===== src/rtl/ili9341_bus_receiver_if.sv =====
// ILI9341 8080-style parallel write bus as seen by a passive receiver.
// The driver owns every wire; the receiver only observes them.
interface ili9341_bus_receiver_if;
    logic       tft_rst;
    logic       tft_cs;
    logic       tft_rs;
    logic       tft_wr;
    logic       tft_rd;
    logic [7:0] tft_data;

    modport master (
        output tft_rst, tft_cs, tft_rs,
        output tft_wr, tft_rd, tft_data
    );

    // Read strobe is never looked at by the receiver.
    modport slave (
        input tft_rst, tft_cs, tft_rs,
        input tft_wr, tft_data
    );
endinterface


===== src/rtl/ili9341_bus_receiver.sv =====
// Snoops an ILI9341 write bus and rebuilds the pixel stream,
// window addressing and the main display control registers.
module ili9341_bus_receiver #(
    parameter int DEF_XE = 239,
    parameter int DEF_YE = 319
) (
    input  logic                clk,
    input  logic                rst,
    ili9341_bus_receiver_if.slave bus,
    output logic                pix_valid,
    output logic [8:0]          pix_x,
    output logic [8:0]          pix_y,
    output logic [15:0]         pix_rgb565,
    output logic                disp_on,
    output logic                sleep_out,
    output logic [7:0]          madctl,
    output logic [7:0]          colmod,
    output logic                frame_start
);

    localparam logic [7:0] CMD_SWRESET = 8'h01;
    localparam logic [7:0] CMD_SLPIN   = 8'h10;
    localparam logic [7:0] CMD_SLPOUT  = 8'h11;
    localparam logic [7:0] CMD_DISPOFF = 8'h28;
    localparam logic [7:0] CMD_DISPON  = 8'h29;
    localparam logic [7:0] CMD_CASET   = 8'h2A;
    localparam logic [7:0] CMD_PASET   = 8'h2B;
    localparam logic [7:0] CMD_RAMWR   = 8'h2C;
    localparam logic [7:0] CMD_MADCTL  = 8'h36;
    localparam logic [7:0] CMD_COLMOD  = 8'h3A;
    localparam logic [7:0] CMD_RAMWRC  = 8'h3C;

    localparam logic [8:0] XE_RST = DEF_XE[8:0];
    localparam logic [8:0] YE_RST = DEF_YE[8:0];

    // {tft_rst, cs, rs, wr, data}: panel idle, deselected
    localparam logic [11:0] SYNC_IDLE = 12'b1101_0000_0000;

    typedef enum logic [1:0] {
        S_IDLE,
        S_PARAM,
        S_RAMWR
    } state_t;

    state_t state, state_n;

    logic [11:0] sync1, sync2;
    logic        wr_prev;
    logic        s_trst, s_cs, s_rs, s_wr;
    logic [7:0]  s_data;
    logic        wr_evt, cmd_evt, dat_evt, soft_rst;
    logic        param_last;

    logic [7:0]  pcmd;
    logic [1:0]  pcnt;
    logic [8:0]  pstart;
    logic        pend_hi;
    logic [8:0]  xs, xe, ys, ye;
    logic [8:0]  cur_x, cur_y;
    logic        phase;
    logic [7:0]  hi;
    logic        frame_arm;

    always_ff @(posedge clk or negedge rst) begin
        if (!rst) begin
            sync1   <= SYNC_IDLE;
            sync2   <= SYNC_IDLE;
            wr_prev <= 1'b1;
        end else begin
            sync1   <= {bus.tft_rst, bus.tft_cs, bus.tft_rs,
                        bus.tft_wr, bus.tft_data};
            sync2   <= sync1;
            wr_prev <= sync2[8];
        end
    end

    assign s_trst = sync2[11];
    assign s_cs   = sync2[10];
    assign s_rs   = sync2[9];
    assign s_wr   = sync2[8];
    assign s_data = sync2[7:0];

    assign wr_evt   = s_wr & ~wr_prev & ~s_cs & s_trst;
    assign cmd_evt  = wr_evt & ~s_rs;
    assign dat_evt  = wr_evt & s_rs;
    assign soft_rst = ~s_trst | (cmd_evt & (s_data == CMD_SWRESET));

    assign param_last = ((pcmd == CMD_CASET) || (pcmd == CMD_PASET))
                        ? (pcnt == 2'd3) : 1'b1;

    always_ff @(posedge clk or negedge rst) begin
        if (!rst) state <= S_IDLE;
        else      state <= state_n;
    end

    always_comb begin
        state_n = state;
        if (soft_rst) begin
            state_n = S_IDLE;
        end else if (cmd_evt) begin
            case (s_data)
                CMD_CASET, CMD_PASET,
                CMD_MADCTL, CMD_COLMOD: state_n = S_PARAM;
                CMD_RAMWR, CMD_RAMWRC:  state_n = S_RAMWR;
                default:                state_n = S_IDLE;
            endcase
        end else if (dat_evt && state == S_PARAM && param_last) begin
            state_n = S_IDLE;
        end
    end

    always_ff @(posedge clk or negedge rst) begin
        if (!rst) begin
            pcmd        <= 8'h00;
            pcnt        <= 2'd0;
            pstart      <= 9'd0;
            pend_hi     <= 1'b0;
            xs          <= 9'd0;
            xe          <= XE_RST;
            ys          <= 9'd0;
            ye          <= YE_RST;
            cur_x       <= 9'd0;
            cur_y       <= 9'd0;
            phase       <= 1'b0;
            hi          <= 8'h00;
            frame_arm   <= 1'b0;
            pix_valid   <= 1'b0;
            frame_start <= 1'b0;
            pix_x       <= 9'd0;
            pix_y       <= 9'd0;
            pix_rgb565  <= 16'h0000;
            disp_on     <= 1'b0;
            sleep_out   <= 1'b0;
            madctl      <= 8'h00;
            colmod      <= 8'h66;
        end else if (soft_rst) begin
            pcmd        <= 8'h00;
            pcnt        <= 2'd0;
            pstart      <= 9'd0;
            pend_hi     <= 1'b0;
            xs          <= 9'd0;
            xe          <= XE_RST;
            ys          <= 9'd0;
            ye          <= YE_RST;
            cur_x       <= 9'd0;
            cur_y       <= 9'd0;
            phase       <= 1'b0;
            hi          <= 8'h00;
            frame_arm   <= 1'b0;
            pix_valid   <= 1'b0;
            frame_start <= 1'b0;
            pix_x       <= 9'd0;
            pix_y       <= 9'd0;
            pix_rgb565  <= 16'h0000;
            disp_on     <= 1'b0;
            sleep_out   <= 1'b0;
            madctl      <= 8'h00;
            colmod      <= 8'h66;
        end else begin
            pix_valid   <= 1'b0;
            frame_start <= 1'b0;
            if (cmd_evt) begin
                pcmd  <= s_data;
                pcnt  <= 2'd0;
                phase <= 1'b0;
                case (s_data)
                    CMD_DISPOFF: disp_on   <= 1'b0;
                    CMD_DISPON:  disp_on   <= 1'b1;
                    CMD_SLPOUT:  sleep_out <= 1'b1;
                    CMD_SLPIN:   sleep_out <= 1'b0;
                    CMD_RAMWR: begin
                        cur_x     <= xs;
                        cur_y     <= ys;
                        frame_arm <= 1'b1;
                    end
                    default: ;
                endcase
            end else if (dat_evt && state == S_PARAM) begin
                pcnt <= pcnt + 2'd1;
                case (pcmd)
                    CMD_MADCTL: madctl <= s_data;
                    CMD_COLMOD: colmod <= s_data;
                    CMD_CASET, CMD_PASET: begin
                        // window registers change only on the 4th byte
                        case (pcnt)
                            2'd0: pstart[8]   <= s_data[0];
                            2'd1: pstart[7:0] <= s_data;
                            2'd2: pend_hi     <= s_data[0];
                            default: begin
                                if (pcmd == CMD_CASET) begin
                                    xs <= pstart;
                                    xe <= {pend_hi, s_data};
                                end else begin
                                    ys <= pstart;
                                    ye <= {pend_hi, s_data};
                                end
                            end
                        endcase
                    end
                    default: ;
                endcase
            end else if (dat_evt && state == S_RAMWR) begin
                if (!phase) begin
                    hi    <= s_data;
                    phase <= 1'b1;
                end else begin
                    phase       <= 1'b0;
                    pix_valid   <= 1'b1;
                    pix_x       <= cur_x;
                    pix_y       <= cur_y;
                    pix_rgb565  <= {hi, s_data};
                    frame_start <= frame_arm;
                    frame_arm   <= 1'b0;
                    // 9-bit counters roll through 511 when start > end
                    if (cur_x == xe) begin
                        cur_x <= xs;
                        cur_y <= (cur_y == ye) ? ys : cur_y + 9'd1;
                    end else begin
                        cur_x <= cur_x + 9'd1;
                    end
                end
            end
        end
    end

endmodule


===== src/flat_wrapper.sv =====
// flat-port wrapper written by rule: the top's interface ports become plain ports
module ili9341_bus_receiver_flat 
#(
    parameter int DEF_XE = 239,
    parameter int DEF_YE = 319
)
  (clk, rst, pix_valid, pix_x, pix_y, pix_rgb565, disp_on, sleep_out, madctl, colmod, frame_start, bus_tft_rst, bus_tft_cs, bus_tft_rs, bus_tft_wr, bus_tft_data);
  ili9341_bus_receiver_if bus_i ();
  input  logic clk;
  input  logic rst;
  output logic pix_valid;
  output logic [8:0] pix_x;
  output logic [8:0] pix_y;
  output logic [15:0] pix_rgb565;
  output logic disp_on;
  output logic sleep_out;
  output logic [7:0] madctl;
  output logic [7:0] colmod;
  output logic frame_start;
  input wire logic [$bits(bus_i.tft_rst)-1:0] bus_tft_rst;
  input wire logic [$bits(bus_i.tft_cs)-1:0] bus_tft_cs;
  input wire logic [$bits(bus_i.tft_rs)-1:0] bus_tft_rs;
  input wire logic [$bits(bus_i.tft_wr)-1:0] bus_tft_wr;
  input wire logic [$bits(bus_i.tft_data)-1:0] bus_tft_data;
  assign bus_i.tft_rst = bus_tft_rst;
  assign bus_i.tft_cs = bus_tft_cs;
  assign bus_i.tft_rs = bus_tft_rs;
  assign bus_i.tft_wr = bus_tft_wr;
  assign bus_i.tft_data = bus_tft_data;
  ili9341_bus_receiver #(.DEF_XE(DEF_XE), .DEF_YE(DEF_YE)) u_core (.clk(clk), .rst(rst), .bus(bus_i), .pix_valid(pix_valid), .pix_x(pix_x), .pix_y(pix_y), .pix_rgb565(pix_rgb565), .disp_on(disp_on), .sleep_out(sleep_out), .madctl(madctl), .colmod(colmod), .frame_start(frame_start));
endmodule

===== config.mk =====
export PLATFORM = sky130hd
export DESIGN_NAME = ili9341_bus_receiver_flat
export DESIGN_NICKNAME = d
export VERILOG_FILES = /design/src/rtl/ili9341_bus_receiver_if.sv /design/src/rtl/ili9341_bus_receiver.sv /design/src/flat_wrapper.sv
export SDC_FILE = /design/constraint.sdc
export NUM_CORES = 1
export LEC_CHECK = 0
export ABC_CLOCK_PERIOD_IN_PS = 3570
export BUFFER_PORTS_ARGS = -buffer_cell sky130_fd_sc_hd__buf_2
export CORE_UTILIZATION = 49
export DETAILED_ROUTE_END_ITERATION = 10
export PLACE_DENSITY_LB_ADDON = 0.12
export SYNTH_ARGS = -nofsm -noshare
export SYNTH_HDL_FRONTEND = slang
export SYNTH_SLANG_ARGS = --single-unit

===== constraint.sdc =====
create_clock -name clk -period 3.57 [get_ports clk]
set_input_delay 0.714 -clock clk [delete_from_list [all_inputs] [get_ports clk]]
set_output_delay 0.714 -clock clk [all_outputs]
set_load 0.01 [all_outputs]

==> flow_summary.toml, run 1 <==
[grt]
grt_overflow = 0
grt_max_degree = 74
grt_pass1_wl_um = 27800
gr-usage-all-layers_pct = 25.2
grt_pass1_vias = 5224
antenna_found_initial = 0

[routing]
post-route-drc-count = 0
drt_pass1_iterations = 5
drtIter0Drc = 413
vias_per_cell = 5.58
antenna_left = 0
via_count = 5356
wire_per_inst_um = 17.8
routed_wl_um = 17100

[sta]
period_share_pct = 77.9
post-route-min-period_ns = 2.78
hold_viol_final = 0
slew_headroom_pct = 34.5
tightest_slew_ns = 0.983
rsz0062_at_grt = "no"
fmax_ghz = 0.360
finalSetupViolations = 0
drv_slew = 0
finalClockSkew_ns = 0.00649
timing.setup.tns_ns = 0

[layout]
fin_cells = 960
area_growth_pct = 16.9
layout_common_cells = "140 x dfrtp_1, 132 x nand2_1, 66 x buf_2"
drive_gt1_share_pct = 19.6
layout_commonest_cell = "dfrtp_1"
final_nets = 787
diodes = 0

[clock_network]
clk_path_buf_depth = 2
ctsResizeCount = 0
clock-root-buffer = "clkbuf_16"
htreeDepth = 4
insertion_delay_ns = 0.42
cts_hold_buf = 0
cts_tree = "done"
cts_inserted_buffers = 17
cts.clk_slew.worst_paths_ns = 0.06
cts_setup_buffers = 0
clock-sinks = 165

[yosys]
synth-seq-area-share_pct = 59.5
ys_seq_elements = 165
synth_nets = 720
synth-edff-count = 0
synth_warnings = 0
syn_area_per_cell_sq_um = 9.98
syn_area_sq_um = 6990
synthCells = 700
ys_async_sr_fraction_pct = 100
synthFlopType = "dfrtp_1"
ys_types = 48

[die]
die_area_sq_um = 14700
core_region_area_sq_um = 13900
dieHeight_um = 121
die_w_um = 121
ioPinCount = 68
placementRows = 43
start_util_pct = 50.3

[placement]
dpl.cell_count = 928
port_buffers = 67
place_congestion = 0.854
dpl.hpwl_um = 11600

[critical_path]
critPathKind = "register to register"
cp.required_ns = 3.83
crit_path_start_kind = "register"
cp-startpoint = "u_core.sync2[8]"
rr_endpoint = "u_core.pstart[5]"
cp.arrival_ns = 3.04
reg2reg_depth = 6
r2r_slack_ns = 0.79
r2r_start = "u_core.sync2[8]"
end_kind = "register"
cp_max_fo = 16

[power_and_ir_drop]
internal_power_mw = 3.16
p_sw_share_pct = 23.2
p_clk_share_pct = 44.9
ir_drop_mv = 0.342
combinationalPowerShare_pct = 6.0
p_leak_nw = 3.90
power_density_nw_per_um2 = 504
p_sw_mw = 0.953
pwr-share-seq_pct = 49.1

[flow_run]
maxCapViolations = 0

[outcome]
status = "complete, no violations"

[hold_path]
hold_class = "primary input to asynchronous set/reset pin"
-- how the worst max path moves through the flow --
| stage | endpoint | slack [ns] | cells after the start |
|---|---|---|---|
| 4_1_cts | u_core.cur_y[1] | 0.78 | 7 |
| 6_report | u_core.pstart[5] | 0.79 | 6 |
| 3_3_place_gp | u_core.pstart[3] | 0.89 | 6 |
| 5_1_grt | u_core.pstart[7] | 0.51 | 6 |
| 2_1_floorplan | u_core.madctl[0] | 1.28 | 7 |
| 3_5_place_dp | u_core.cur_y[1] | 0.81 | 7 |
-- per-layer routing --
metal,vias up,part of all wire [%],global-route usage [%]
met2,140,48,38.5
met3,26,4.7,5.55
met4,0,2.0,10.6
li1,2492,-,-
met5,-,0,0
met1,2698,45,34.6
-- state kept, by name (all words and copies together), names as in the netlist, 9 cells and up --
register,count
u_core.xe,9
u_core.sync2,12
u_core.pix_y,9
u_core.pstart,9
u_core.ye,9
u_core.sync1,12
u_core.pix_rgb565,16
u_core.pix_x,9
u_core.xs,9
u_core.cur_y,9
u_core.cur_x,9
u_core.ys,9
-- area by class of cell --
type / instances / area (sq um)
clock buffers: 25 / 505
clock inverters: 7 / 93.8
fillers: 1227 / 5710
inverters: 25 / 93.8
multi-input cells: 469 / 2570
flip-flops and latches: 165 / 4160
well taps: 180 / 225
repair buffers: 89 / 519
-- stage by stage --
stage | util (%) | hold WS (ns) | worst slack, ns | power [mW] | cell area [sq um]
after floorplan | - | 0.331 | 1.28 | 2.17 | 6990
after global placement | 54.5 | 0.331 | 0.886 | 2.29 | 7570
after detailed placement | 54.5 | 0.336 | 0.814 | 2.30 | 7570
after CTS | 58.9 | 0.331 | 0.782 | 4.14 | 8170
after global routing | 58.9 | 0.355 | 0.506 | 4.26 | 8170
final | 58.9 | 0.307 | 0.790 | 4.11 | 8170
-- cell usage after synthesis, types with 10 or more instances --
library cell / instances / area [sq um]
dfstp_2: 25 / 657
a21oi_1: 34 / 170
mux2i_1: 33 / 330
inv_1: 24 / 90.1
nor2_1: 56 / 210
a31oi_1: 11 / 68.8
xor2_1: 13 / 114
xnor2_1: 10 / 87.6
nand2_1: 132 / 495
dfrtp_1: 140 / 3500
clkbuf_1: 27 / 101
o21ai_0: 62 / 310
nand3_1: 43 / 215
-- critical path: stages, from the launching register on --
cell and delay [ns]:
dfstp_2 0.54, or4b_1 0.65, nor3_1 0.43, nand2b_1 0.43
a21oi_1 0.31, nand2_1 0.16, o21ai_0 0.09
-- kinds of logic after synthesis --
family	synth area share, %
mux	4.73
xor+xnor	2.88
fa+ha+maj	1.07
compound gates	10.5
simple gates	17.5
flops	59.5
buf+inv	3.74
-- power by group through the flow --
| stage | logic [mW] | clock network, mW | registers [mW] |
|---|---|---|---|
| final | 0.247 | 1.85 | 2.02 |
| after global routing | 0.280 | 1.96 | 2.03 |
| after CTS | 0.250 | 1.87 | 2.02 |
| after detailed placement | 0.249 | 0 | 2.05 |
| after global placement | 0.241 | 0 | 2.05 |
| after floorplan | 0.149 | 0 | 2.02 |
No activity file was read; power rests on OpenSTA's default activity.
==> run 2: changes to the inputs <==
- ABC_AREA: not set -> 1
- ABC_CLOCK_PERIOD_IN_PS: 3570 -> 2600
- clock period: 3.57 -> 2.6 ns (I/O delays scaled with it)
==> flow_summary.toml, run 2 <==
[yosys]
synthFlopType = "dfrtp_1"
ys_types = 34
synthCells = 802
syn_area_per_cell_sq_um = 8.98
synthTopCellsByCount = "247 x nand2_1, 140 x dfrtp_1, 78 x inv_1, 72 x o21ai_0, 48 x nor2_1"
syn_area_sq_um = 7200
ys_seq_elements = 165
ys_async_sr_fraction_pct = 100
synth-seq-area-share_pct = 57.7
yosysTopAreaCellShare_pct = 48.6
synthTopCellsByArea = "dfrtp_1 49%, nand2_1 13%, dfstp_2 9.1%"
synth_area_leader_cell = "dfrtp_1"
synth.most_common_cell = "nand2_1"
synth_warnings = 0
synth_nets = 822
synth-edff-count = 0

[sta]
post-route-min-period_ns = 2.25
period_share_pct = 86.7
finalClockSkew_ns = 0.00819
slew_headroom_pct = 36.7
finalSetupViolations = 0
drv_slew = 0
hold_viol_final = 0
timing.setup.tns_ns = 0
tightest_slew_ns = 0.947
fmax_ghz = 0.444
rsz0062_at_grt = "no"

[die]
die_w_um = 123
die_area_sq_um = 15200
start_util_pct = 51.1
ioPinCount = 68
dieHeight_um = 123
placementRows = 43
core_region_area_sq_um = 14100

[clock_network]
clk_path_buf_depth = 2
cts.clk_slew.worst_paths_ns = 0.07
clock-sinks = 165
cts_setup_buffers = 0
htreeDepth = 4
cts_inserted_buffers = 17
cts_tree = "done"
ctsResizeCount = 0
cts_hold_buf = 0
insertion_delay_ns = 0.43
clock-root-buffer = "clkbuf_16"

[critical_path]
crit_chain = "nand2_1, inv_2, nand3_4, nand2_4, nand2_4, buf_4, o21ai_0, nand2_2, clkinv_2, o21ai_0, o21ai_0"
critPathKind = "register to register"
reg2reg_depth = 11
crit_slowest_cell = "dfstp_2"
crit_path_start_kind = "register"
slowest_delay_ns = 0.60
r2r_start = "u_core.sync2[11]"
r2r_slack_ns = 0.35
end_kind = "register"
cp-startpoint = "u_core.sync2[11]"
cp.arrival_ns = 2.60
cp.required_ns = 2.95
cp_max_fo = 25
cp-endpoint = "u_core.ye[8]"
crit_top_cell = "o21ai_0"
rr_endpoint = "u_core.ye[8]"

[hold_path]
hold_class = "primary input to asynchronous set/reset pin"

[placement]
port_buffers = 67
place_area_sq_um = 7690
dpl.hpwl_um = 11900
place_congestion = 0.945

[layout]
finalInstanceArea_sq_um = 8300
final_nets = 892
area_growth_pct = 15.2
drive_gt1_share_pct = 19.0
largestRegisters = "u_core.pix_rgb565: 16 flops, u_core.sync1: 12 flops, u_core.sync2: 12 flops"
layout_common_cells = "247 x nand2_1, 140 x dfrtp_1, 78 x inv_1"
largest_register_ffs = 16
diodes = 0
layout_commonest_cell = "nand2_1"
largest_register = "u_core.pix_rgb565"

[routing]
drt_pass1_iterations = 5
routed_wl_um = 17000
vias_per_cell = 5.24
wire_per_inst_um = 15.9
post-route-drc-count = 0
drtIter0Drc = 339
antenna_left = 0
via_count = 5578

[grt]
gr-usage-all-layers_pct = 24.5
grt_max_degree = 48
grt_pass1_vias = 5428
grt_overflow = 0
antenna_found_initial = 0
grt_pass1_wl_um = 27400

[outcome]
status = "complete, no violations"

[flow_run]
maxCapViolations = 0

[power_and_ir_drop]
power_density_nw_per_um2 = 813
ir_drop_mv = 0.499
p_leak_nw = 4.15
==> run 2: changes by cell type in the layout (fill, tap and decap cells not counted), sizes merged, moves of 9 or more <==
cell / previous run / this run
a22o: 0 / 12
a21oi: 34 / 4
nand2: 132 / 253
nand4: 2 / 15
o21ai: 67 / 113
inv: 26 / 91
a31oi: 11 / 2
mux2i: 33 / 0
buf: 89 / 80
==> run 2: logic make-up (layout without fill, tap and decap cells) <==
group | count (synthesis) | in the layout | synth area share [%]
AND/OR/NAND/NOR | 364 | 364 | 21.3
flip-flops | 165 | 165 | 57.7
AO/OA/AOI/OAI | 137 | 137 | 11.0
buffers and inverters | 116 | 199 | 7.19
XOR/XNOR | 14 | 14 | 1.70
adder cells (fa/ha/maj) | 6 | 6 | 1.04
==> run 2: critical path: cells and delay by family (launching register included) <==
kind	cells	cell delay [ns]
and+or+nand+nor	5	0.65
DFF	1	0.60
buffers and inverters	3	0.58
AOI/OAI and AO/OA	3	0.34
==> run 2: how the worst min path moves through the flow <==
| stage | start | endpoint | slack, ns | cells past startpoint |
|---|---|---|---|---|
| after global placement | u_core.sync1[4] | u_core.sync2[4] | 0.33 | 0 |
| after floorplan | rst | u_core.colmod[0] | 0.22 | 0 |
| after global routing | rst | u_core.pix_x[3] | 0.03 | 1 |
| after CTS | rst | u_core.pix_x[3] | 0.03 | 1 |
| final | rst | u_core.pix_x[3] | 0.01 | 1 |
| after detailed placement | u_core.sync1[9] | u_core.sync2[9] | 0.33 | 0 |
==> run 2: power breakdown <==
| group | internal [mW] | switching [mW] |
|---|---|---|
| clock network | 1.47 | 1.10 |
| logic | 0.367 | 0.601 |
| registers | 2.92 | 0.285 |
==> run 2: routing by layer <==
metal	track usage [%]	vias to the layer above	part of all wire (%)
li1	-	2708	-
met1	31.9	2732	45
met2	41.1	120	50
met3	4.94	18	3.6
met4	7.61	0	1.5
met5	0	-	0
==> run 2: final cells by class <==
class	instances	area, sq um
clock buffer	19	443
sequential	165	4160
tap	180	225
clock inverter	13	164
multi-input combinational	521	2530
timing repair buffer	80	452
inverter	87	329
fill	1269	5800
==> run 2: through the flow <==
step	power (mW)	hold WS, ns	cells	utilization [%]	worst slack (ns)
final	6.74	0.00961	1065	58.9	0.346
after global routing	7.08	0.0335	1065	58.9	0.117
after CTS	6.80	0.0286	1065	58.9	0.363
after detailed placement	4.22	0.335	1033	54.6	0.388
after global placement	4.19	0.332	1033	54.6	0.458
after floorplan	3.86	0.224	802	-	0.886
==> run 3: changes to the inputs <==
- REMOVE_ABC_BUFFERS: not set -> 1
==> flow_summary.toml, run 3 (same netlist as run 2, synthesis figures left out) <==
[routing]
drt_pass1_iterations = 5
vias_per_cell = 5.19
wire_per_inst_um = 15.5
post-route-drc-count = 0
via_count = 5509
antenna_left = 0
routed_wl_um = 16500
drtIter0Drc = 335

[clock_network]
clock-sinks = 165
insertion_delay_ns = 0.42
cts_inserted_buffers = 17
clock-root-buffer = "clkbuf_16"
cts.clk_slew.worst_paths_ns = 0.06
cts_tree = "done"
cts_hold_buf = 0
cts_setup_buffers = 0
clk_path_buf_depth = 2
ctsResizeCount = 0
htreeDepth = 4

[sta]
timing.setup.tns_ns = 0
drv_slew = 0
post-route-min-period_ns = 2.25
finalSetupViolations = 0
holdWs_ns = 0.0710
rsz0062_at_grt = "no"
tightest_slew_ns = 1.02
hold_viol_final = 0
period_share_pct = 86.7
finalClockSkew_ns = 0.00812
slew_headroom_pct = 31.8
fmax_ghz = 0.443

[layout]
largest_register_ffs = 16
seqCellArea_sq_um = 4160
largestRegisters = "u_core.pix_rgb565: 16 flops, u_core.sync1: 12 flops, u_core.sync2: 12 flops"
drive_gt1_share_pct = 18.5
finalInstanceArea_sq_um = 8310
fill_cells = 1324
multi_input_area_sq_um = 2530
final_nets = 888
layout_common_cells = "247 x nand2_1, 140 x dfrtp_1, 78 x inv_1"
layout_commonest_cell = "nand2_1"
largest_register = "u_core.pix_rgb565"
area_growth_pct = 15.4
diodes = 0

[placement]
dpl.hpwl_um = 11700
place_congestion = 0.845
port_buffers = 67
place_area_sq_um = 7670

[critical_path]
slowest_delay_ns = 0.58
cp.arrival_ns = 2.59
r2r_start = "u_core.sync2[11]"
cp_max_fo = 25
cp-startpoint = "u_core.sync2[11]"
critPathKind = "register to register"
r2r_slack_ns = 0.35
crit_slowest_cell = "dfstp_2"
worst-path-buf-inv = 2
crit_chain = "nand2_1, inv_2, nand2_2, nor2_4, nand3_4, o21ai_4, nand2_2, clkinv_2, o21ai_0, o21ai_0"
end_kind = "register"
cp.required_ns = 2.94
cpLargestDelayFamily = "simple AND/OR/NAND/NOR gates"
crit_path_start_kind = "register"

[hold_path]
hold_class = "primary input to asynchronous set/reset pin"

[outcome]
status = "complete, no violations"

[grt]
grt_max_degree = 60
grt_pass1_wl_um = 27400
antenna_found_initial = 0
grt_overflow = 0
gr-usage-all-layers_pct = 24.1
grt_pass1_vias = 5364

[power_and_ir_drop]
p_leak_nw = 4.14
power_density_nw_per_um2 = 822
total_power_mw = 6.83
ir_drop_mv = 0.724

[die]
dieHeight_um = 123
die_area_sq_um = 15200
start_util_pct = 51.1
die_w_um = 123
ioPinCount = 68
placementRows = 43
core_region_area_sq_um = 14100

[flow_run]
maxCapViolations = 0
run 3: area by class of cell:
class	count	area share [%]
sequential	165	50.1
tap	180	2.71
inverter	87	3.96
multi-input combinational	521	30.4
clock inverter	11	2.11
clock buffer	21	5.54
timing repair buffer	76	5.22
run 3: power by group:
part | total, mW | switching (mW) | internal (mW) | leakage (nW)
Sequential | 3.19 | 0.265 | 2.92 | 2.10
Clock | 2.67 | 1.01 | 1.66 | 0.292
Combinational | 0.974 | 0.609 | 0.365 | 1.76
Total | 6.83 | 1.88 | 4.95 | 4.14
run 3: worst paths after layout:
kind / to / cells past startpoint
setup reg to reg: u_core.ye[8] / 10
hold / removal: u_core.frame_start / 1
hold reg to reg: u_core.sync2[5] / 0
max in group asynchronous: u_core.xe[7] / 2
min in group clk: u_core.sync1[10] / 1
setup / recovery: u_core.ye[8] / 10
run 3: layer usage:
metal  wire, um  track usage, %
met1       7610            32.2
met2       7900            39.0
met3        642            5.21
met4        346            7.91
met5          0               0
run 3: metrics by stage:
| stage | setup slack [ns] | util, % | instances |
|---|---|---|---|
| after floorplan | 0.470 | - | 773 |
| after global placement | 0.355 | 54.4 | 1029 |
| after detailed placement | 0.331 | 54.4 | 1029 |
| after CTS | 0.296 | 59.0 | 1061 |
| after global routing | 0.148 | 59.0 | 1061 |
| final | 0.345 | 59.0 | 1061 |
run 3: worst reg2reg max path: stages (launching register included):
cell      delay (ns)
dfstp_2         0.58
nand2_1         0.07
inv_2           0.09
nand2_2         0.07
nor2_4          0.16
nand3_4         0.14
o21ai_4         0.24
nand2_2         0.21
clkinv_2        0.28
o21ai_0         0.20
o21ai_0         0.11
